**config.mk**
```make
export PLATFORM = sky130hd
export DESIGN_NAME = fetch_stage
export DESIGN_NICKNAME = d
export VERILOG_FILES = /design/src/rtl/fetch_stage_pkg.sv /design/src/rtl/fetch_skid_buf.sv /design/src/rtl/fetch_stage.sv
export SDC_FILE = /design/constraint.sdc
export NUM_CORES = 1
export LEC_CHECK = 0
export BUFFER_PORTS_ARGS = -buffer_cell sky130_fd_sc_hd__clkbuf_2
export CAP_MARGIN = 20
export CORE_MARGIN = 5
export CORE_UTILIZATION = 35
export CTS_BUF_LIST = sky130_fd_sc_hd__clkbuf_4
export DETAILED_ROUTE_END_ITERATION = 6
export PLACE_DENSITY = 0.53
export SYNTH_ARGS = -nofsm -noshare
export SYNTH_HDL_FRONTEND = slang
export SYNTH_HIERARCHICAL = 1
export SYNTH_SLANG_ARGS = --single-unit
```
**constraint.sdc**
```tcl
create_clock -name clk -period 4.6 [get_ports clk]
set_clock_uncertainty 0.2 [all_clocks]
set_input_delay 0.46 -clock clk [delete_from_list [all_inputs] [get_ports clk]]
set_output_delay 0.46 -clock clk [all_outputs]
set_load 0.02 [all_outputs]
```
**src/rtl/fetch_stage_pkg.sv**
```systemverilog
// Shared pipeline definitions for the 5-stage MIPS core.
// Decode reuses the IF/ID bundle type.
package fetch_stage_pkg;

  localparam int PC_W = 32;
  localparam logic [31:0] NOP_INSTR = 32'h0000_0000;
  localparam logic [PC_W-1:0] RESET_PC_DEFAULT = 32'h0000_0000;

  typedef struct packed {
    logic            valid;
    logic [31:0]     instr;
    logic [PC_W-1:0] pc;
  } ifid_t;

endpackage

```
**src/rtl/fetch_skid_buf.sv**
```systemverilog
// One-entry holding register for a fetch that returns while the pipe is paused.
// Flush has priority over load, and load has priority over consume.
module fetch_skid_buf
  import fetch_stage_pkg::*;
#(
  parameter logic [31:0] NOP = NOP_INSTR
) (
  input  logic            clk,
  input  logic            rstn,
  input  logic            flush,
  input  logic            load,
  input  logic            consume,
  input  logic [31:0]     load_instr,
  input  logic [PC_W-1:0] load_pc,
  output logic            valid,
  output logic [31:0]     instr,
  output logic [PC_W-1:0] pc
);

  always_ff @(posedge clk) begin
    if (!rstn || flush) begin
      valid <= 1'b0;
      instr <= NOP;
      pc    <= '0;
    end else if (load) begin
      valid <= 1'b1;
      instr <= load_instr;
      pc    <= load_pc;
    end else if (consume) begin
      valid <= 1'b0;
    end
  end

endmodule

```
**src/rtl/fetch_stage.sv**
```systemverilog
// Instruction-fetch stage: owns the PC, issues synchronous imem reads, and holds IF/ID.
// Redirects take priority over pause, and pause takes priority over advance.
module fetch_stage
  import fetch_stage_pkg::*;
#(
  parameter logic [PC_W-1:0] RESET_PC = RESET_PC_DEFAULT,
  parameter logic [31:0]     NOP      = NOP_INSTR
) (
  input  logic            clk,
  input  logic            rstn,
  input  logic            i_FetchStage_pause,
  input  logic            i_FetchStage_redirect,
  input  logic [PC_W-1:0] i_FetchStage_target,
  output logic            o_FetchStage_imemEn,
  output logic [PC_W-1:0] o_FetchStage_imemAddr,
  input  logic [31:0]     i_FetchStage_imemRData,
  output logic            o_FetchStage_ifidValid,
  output logic [31:0]     o_FetchStage_ifidInstr,
  output logic [PC_W-1:0] o_FetchStage_ifidPc,
  output logic [PC_W-1:0] o_FetchStage_ifidPc4
);

  logic [PC_W-1:0] pc_q;
  logic [PC_W-1:0] inflight_pc_q;
  logic            inflight_q;
  ifid_t           ifid_q;
  ifid_t           fill;

  logic            skid_valid;
  logic [31:0]     skid_instr;
  logic [PC_W-1:0] skid_pc;
  logic            skid_load;
  logic            skid_consume;
  logic            advance;

  assign advance      = !i_FetchStage_redirect && !i_FetchStage_pause;
  assign skid_load    = !i_FetchStage_redirect && i_FetchStage_pause && inflight_q;
  assign skid_consume = advance && skid_valid;

  assign o_FetchStage_imemEn    = rstn && advance;
  assign o_FetchStage_imemAddr  = pc_q;
  assign o_FetchStage_ifidValid = ifid_q.valid;
  assign o_FetchStage_ifidInstr = ifid_q.instr;
  assign o_FetchStage_ifidPc    = ifid_q.pc;
  assign o_FetchStage_ifidPc4   = ifid_q.pc + 32'd4;

  fetch_skid_buf #(.NOP(NOP)) u_skid (
    .clk        (clk),
    .rstn       (rstn),
    .flush      (i_FetchStage_redirect),
    .load       (skid_load),
    .consume    (skid_consume),
    .load_instr (i_FetchStage_imemRData),
    .load_pc    (inflight_pc_q),
    .valid      (skid_valid),
    .instr      (skid_instr),
    .pc         (skid_pc)
  );

  // A parked skid entry is always older than anything in flight, so it goes first.
  always_comb begin
    fill = '{valid: 1'b0, instr: NOP, pc: ifid_q.pc};
    if (skid_valid) begin
      fill = '{valid: 1'b1, instr: skid_instr, pc: skid_pc};
    end else if (inflight_q) begin
      fill = '{valid: 1'b1, instr: i_FetchStage_imemRData, pc: inflight_pc_q};
    end
  end

  always_ff @(posedge clk) begin
    if (!rstn) begin
      pc_q          <= RESET_PC;
      inflight_q    <= 1'b0;
      inflight_pc_q <= '0;
      ifid_q        <= '{valid: 1'b0, instr: NOP, pc: '0};
    end else if (i_FetchStage_redirect) begin
      pc_q         <= i_FetchStage_target & ~32'd3;
      inflight_q   <= 1'b0;
      ifid_q.valid <= 1'b0;
      ifid_q.instr <= NOP;
    end else if (i_FetchStage_pause) begin
      inflight_q <= 1'b0;
    end else begin
      ifid_q        <= fill;
      pc_q          <= pc_q + 32'd4;
      inflight_q    <= 1'b1;
      inflight_pc_q <= pc_q;
    end
  end

  // Reads are suppressed while paused, so a parked entry can never coexist with a read in flight.
  assert property (@(posedge clk) disable iff (!rstn) !(skid_valid && inflight_q));

endmodule

```
# ---- After elaboration in Yosys (flattened, before gate mapping)
# Cells that the tools add are included.
# W data, S select, Z words.
dict set report totals {
  output_inout_bits 130
  mem_count 0
  regBits 195
  ram_bits 0
  romBits 0
  input_bits 68
  elab_cells 37
  latch_bits 0
}
dict set report classes {
  n_bitwise 3
  n_addsub 2
  n_eq_ne 1
  n_mul 0
  n_reduce_logical 14
  div_mod_pow 0
  n_lt_le_gt_ge 0
  muxes 7
  shifts 0
}
# op count
set ops {}
lappend ops {{$mux W65} 2}
lappend ops {{$add A32 B3 Y32 const B} 2}
lappend ops {{$mux W32} 2}
lappend ops {{$logic_and A1 B1 Y1} 5}
lappend ops {{$reduce_bool A2 Y1} 2}
lappend ops {{$logic_not A1 Y1} 3}
lappend ops {{$mux W1} 3}
lappend ops {{$not A1 Y1} 3}
lappend ops {{$reduce_and A3 Y1} 1}
lappend ops {{$ne A2 B1 Y1 const B} 1}
lappend ops {{$reduce_and A2 Y1} 1}
lappend ops {{$reduce_or A2 Y1} 1}
lappend ops {{$logic_or A1 B1 Y1} 1}

# ---- Longest topological paths before layout
dict set report logic_depth {
  ltp_word 5
  depth_mapped 8
  mapped_depth_nobuf 5
}

# ---- Hierarchy
# The synthesis kept the hierarchy.
# module area_each_um2 cells_per_inst seq_area_each_um2 instances
set by_module_without_submodules {}
lappend by_module_without_submodules {fetch_stage 6498.7 776 2522.4 1}
lappend by_module_without_submodules {fetch_skid_buf 2357.3 211 1301.2 1}

# ---- Worst setup path after synthesis
# Ideal clock, no wire load.
dict set report synth_timing {
  kind {flip-flop to output port}
  from {register ifid_q (netlist bit o_FetchStage_ifidPc[2])}
  to {output o_FetchStage_ifidPc4[26]}
  t_required_ns 3.940
  setup_slack_ns 1.796
  t_arrival_ns 2.144
  n_path_buf 0
  stages_incl_launch_ff 6
  cell_sequence {dfxtp_1 -> ha_1 -> nand3_1 -> nor4_1 -> nor3b_1 -> xor2_1}
}
dict set report synth_between {
  elab_chain_cells 1
}
# element line
set synth_lines {}
lappend synth_lines {{start: declaration} fetch_stage.sv:26} ;# ifid_t ifid_q;
lappend synth_lines {{start signal: assignment} fetch_stage.sv:75} ;# ifid_q <= '{valid: 1'b0, instr: NOP, pc: '0};
lappend synth_lines {{start signal: assignment} fetch_stage.sv:84} ;# ifid_q <= fill;
lappend synth_lines {{$add A32 B3 Y32} fetch_stage.sv:45} ;# assign o_FetchStage_ifidPc4 = ifid_q.pc + 32'd4;
lappend synth_lines {{end: declaration} fetch_stage.sv:20} ;# output logic [PC_W-1:0] o_FetchStage_ifidPc4
# No other way between the ends.

# ---- Final worst setup path
dict set report layout_timing {
  from {register ifid_q (netlist bit o_FetchStage_ifidPc[2])}
  to {output o_FetchStage_ifidPc4[30]}
}
# Same word-level chain as after synthesis.

==> results.sh <==
export IMPL_yosys_area_top_type="dfxtp_1"
export IMPL_relSlewSlack_pct=26.9
export IMPL_ys_types=57
export IMPL_holdBufCountCts=61
export IMPL_wl_met1_mm=12.5
export IMPL_hpwlAfterDp_mm=16.3
export IMPL_io_buffer_count=193
export IMPL_critPathTopFamily="simple AND/OR/NAND/NOR gates"
export IMPL_ys_seq_area_share_pct=43.2
export IMPL_synthFlopType="dfxtp_1"
export IMPL_critPathBufInv=2
export IMPL_rows=58
export IMPL_gp_congestion=0.764
export IMPL_wirelength_mm=24.6
export IMPL_crit_type="reg -> out"
export IMPL_p_leak_uw=0.00407
export IMPL_hold_class="in -> reg"
export IMPL_via_count=7745
export IMPL_clkSlewWorstSetupHoldPaths_ns=0.16
export IMPL_ioPinCount=198
export IMPL_rsz0062_at_grt="no"
export IMPL_final_cell_mix="193 x clkbuf_2, 190 x dfxtp_1, 95 x mux2i_1, 90 x nand2_1, 81 x nor2_1"
export IMPL_ctsLongestPathBuffers=2
export IMPL_layout_commonest_cell="clkbuf_2"
export IMPL_slowest_stage="nor4_1"
export IMPL_initial_core_util_pct=35.4
export IMPL_netlist_area_mm2=0.00886
export IMPL_finalHoldViolations=0
export IMPL_tightest_slew_ns=1.10
export IMPL_grtUsageTotal_pct=16.9
export IMPL_grt_max_degree=67
export IMPL_cts_tree="done"
export IMPL_timing_final_crit_share_pct=75.4
export IMPL_die_x_um=169
export IMPL_met3_wirelength_mm=1.10
export IMPL_ys_ff_latch=191
export IMPL_met2_length_mm=10.6
export IMPL_status="finished clean"
export IMPL_crit_chain="ha_1, nand3_1, nor4_1, buf_4, nor3b_1, xor2_1, clkbuf_2"
export IMPL_synth_edf_count=0
export IMPL_start_kind="flip-flop"
export IMPL_cts_made_buffers=17
export IMPL_cp_arrival_ns=2.81
export IMPL_slew_viol_final=0
export IMPL_first_pass_iters=5
export IMPL_ys_warn_count=6
export IMPL_drive_above_1_share_pct=21.0
export IMPL_vias_per_cell=5.04
export IMPL_synth_avg_cell_area_um2=8.97
export IMPL_nets=1264
export IMPL_first_global_vias=7284
export IMPL_period_minus_slack_ns=3.47
export IMPL_drc=0
export IMPL_crit_fanout=7
export IMPL_r2r_setup_slack_ns=2.04
export IMPL_clkLatencyLatePin_ns=0.56
export IMPL_cts_root_buf="clkbuf_4"
export IMPL_power_uw=3030
export IMPL_drt_iter0_drc=470
export IMPL_antenna_found_initial=1
export IMPL_fin_hold_ws_ns=0.116
export IMPL_maxCapViolations=0
export IMPL_clock_sinks=191
export IMPL_yosysTopAreaCellShare_pct=43.2
export IMPL_finalSetupTns_ns=0
export IMPL_cp_required_ns=3.94
export IMPL_die_h_um=169
export IMPL_cts_setup_buffers=0
export IMPL_p_per_area_mw_per_mm2=281
export IMPL_coreArea_mm2=0.0250
export IMPL_ctsResizeCount=0
export IMPL_peakVddDrop_uv=130
export IMPL_wl_per_cell_um=16.0
export IMPL_clock_fmax_mhz=288
export IMPL_top_layer_used="met4"
export IMPL_grt_remaining_overflow=0
export IMPL_cp_end_kind="output port"
export IMPL_ys_async_sr_fraction_pct=0
export IMPL_fillCellCount=2574
export IMPL_grt_pass1_wl_mm=39.7
export IMPL_slowest_delay_ns=0.49
export IMPL_syn_to_final_growth_pct=21.7
export IMPL_setup_viol=0
export IMPL_drtAntennaViolNets=0
export IMPL_die_area_mm2=0.0286
export IMPL_synth_cells=987
export IMPL_synthTopCellsByArea="dfxtp_1 43%, mux2i_1 11%, nand2_1 3.8%, nor2_1 3.5%, a221oi_1 3.1%"
export IMPL_htreeDepth=4
-- cell families after synthesis --
logic type	count (synthesis)	share of synthesized area [%]
AND/OR/NAND/NOR	380	22.2
AO/OA/AOI/OAI	187	13.8
adder cells (fa/ha/maj)	2	0.283
flip-flops	191	43.2
XOR/XNOR	40	3.96
buffers and inverters	91	5.82
other	1	0.0423
multiplexers	95	10.7
-- tightest hold or removal path, stage by stage --
cell,delay (ns)
clkbuf_2,0.08
o21ai_0,0.14
a211o_1,0.11
a211oi_1,0.04
-- sequential cells by signal, summed over array words and instances (netlist names) --
signal and count:
o_FetchStage_ifidInstr 32, o_FetchStage_ifidPc 32, u_skid/instr 32, u_skid/pc 32
inflight_pc_q 30, o_FetchStage_imemAddr 30, inflight_q 1, o_FetchStage_ifidValid 1
u_skid/valid 1
-- cell type report --
type / count / area (um^2) / share of cell area [%]
diodes: 1 / 2.50 / 0.0232
clock buffers: 17 / 128 / 1.18
clock inverters: 15 / 144 / 1.33
inverters: 8 / 30.0 / 0.279
multi-input cells: 708 / 4550 / 42.2
flip-flops and latches: 191 / 3820 / 35.5
well taps: 330 / 413 / 3.83
repair buffers: 268 / 1690 / 15.7
-- cells in the mapped netlist, drive strengths merged, types with 7 or more instances --
cell / instances
mux2i: 95
nor2: 82
a21oi: 40
nand2: 90
nand3: 20
xnor2: 23
buf: 22
nor3: 43
nor2b: 37
o21ai: 54
a21boi: 31
clkbuf: 60
nand4: 16
nor4: 11
and4: 11
inv: 8
or4: 7
nand2b: 35
dfxtp: 191
xor2: 17
a221oi: 31
-- per-layer routing --
| metal | vias to the layer above | global-route usage, % |
|---|---|---|
| met4 | 0 | 4.45 |
| met3 | 24 | 2.66 |
| met2 | 197 | 25.2 |
| met5 | - | 0 |
| li1 | 3905 | - |
| met1 | 3619 | 25.3 |
-- worst paths after layout --
check,start,to,cells after the start
min reg2reg,inflight_pc_q[11],inflight_pc_q[11],2
min,i_FetchStage_target[31],o_FetchStage_imemAddr[31],4
max,o_FetchStage_ifidPc[2],o_FetchStage_ifidPc4[30],7
max reg2reg,o_FetchStage_imemAddr[2],o_FetchStage_imemAddr[24],5
-- where the power goes --
group          internal [uW]  switching, uW
registers               1700           64.4
clock network            286            611
logic                    157            211
-- metrics by stage --
step	std cells	utilization, %	area, um^2	worst slack, ns
after floorplan	990	-	8870	1.80
after global placement	1444	39.5	9900	1.71
after detailed placement	1444	39.5	9900	1.70
after CTS	1537	43.1	10800	1.02
after global routing	1538	43.1	10800	0.800
final	1538	43.1	10800	1.13
Note: power is estimated with default switching activity, not from simulation.
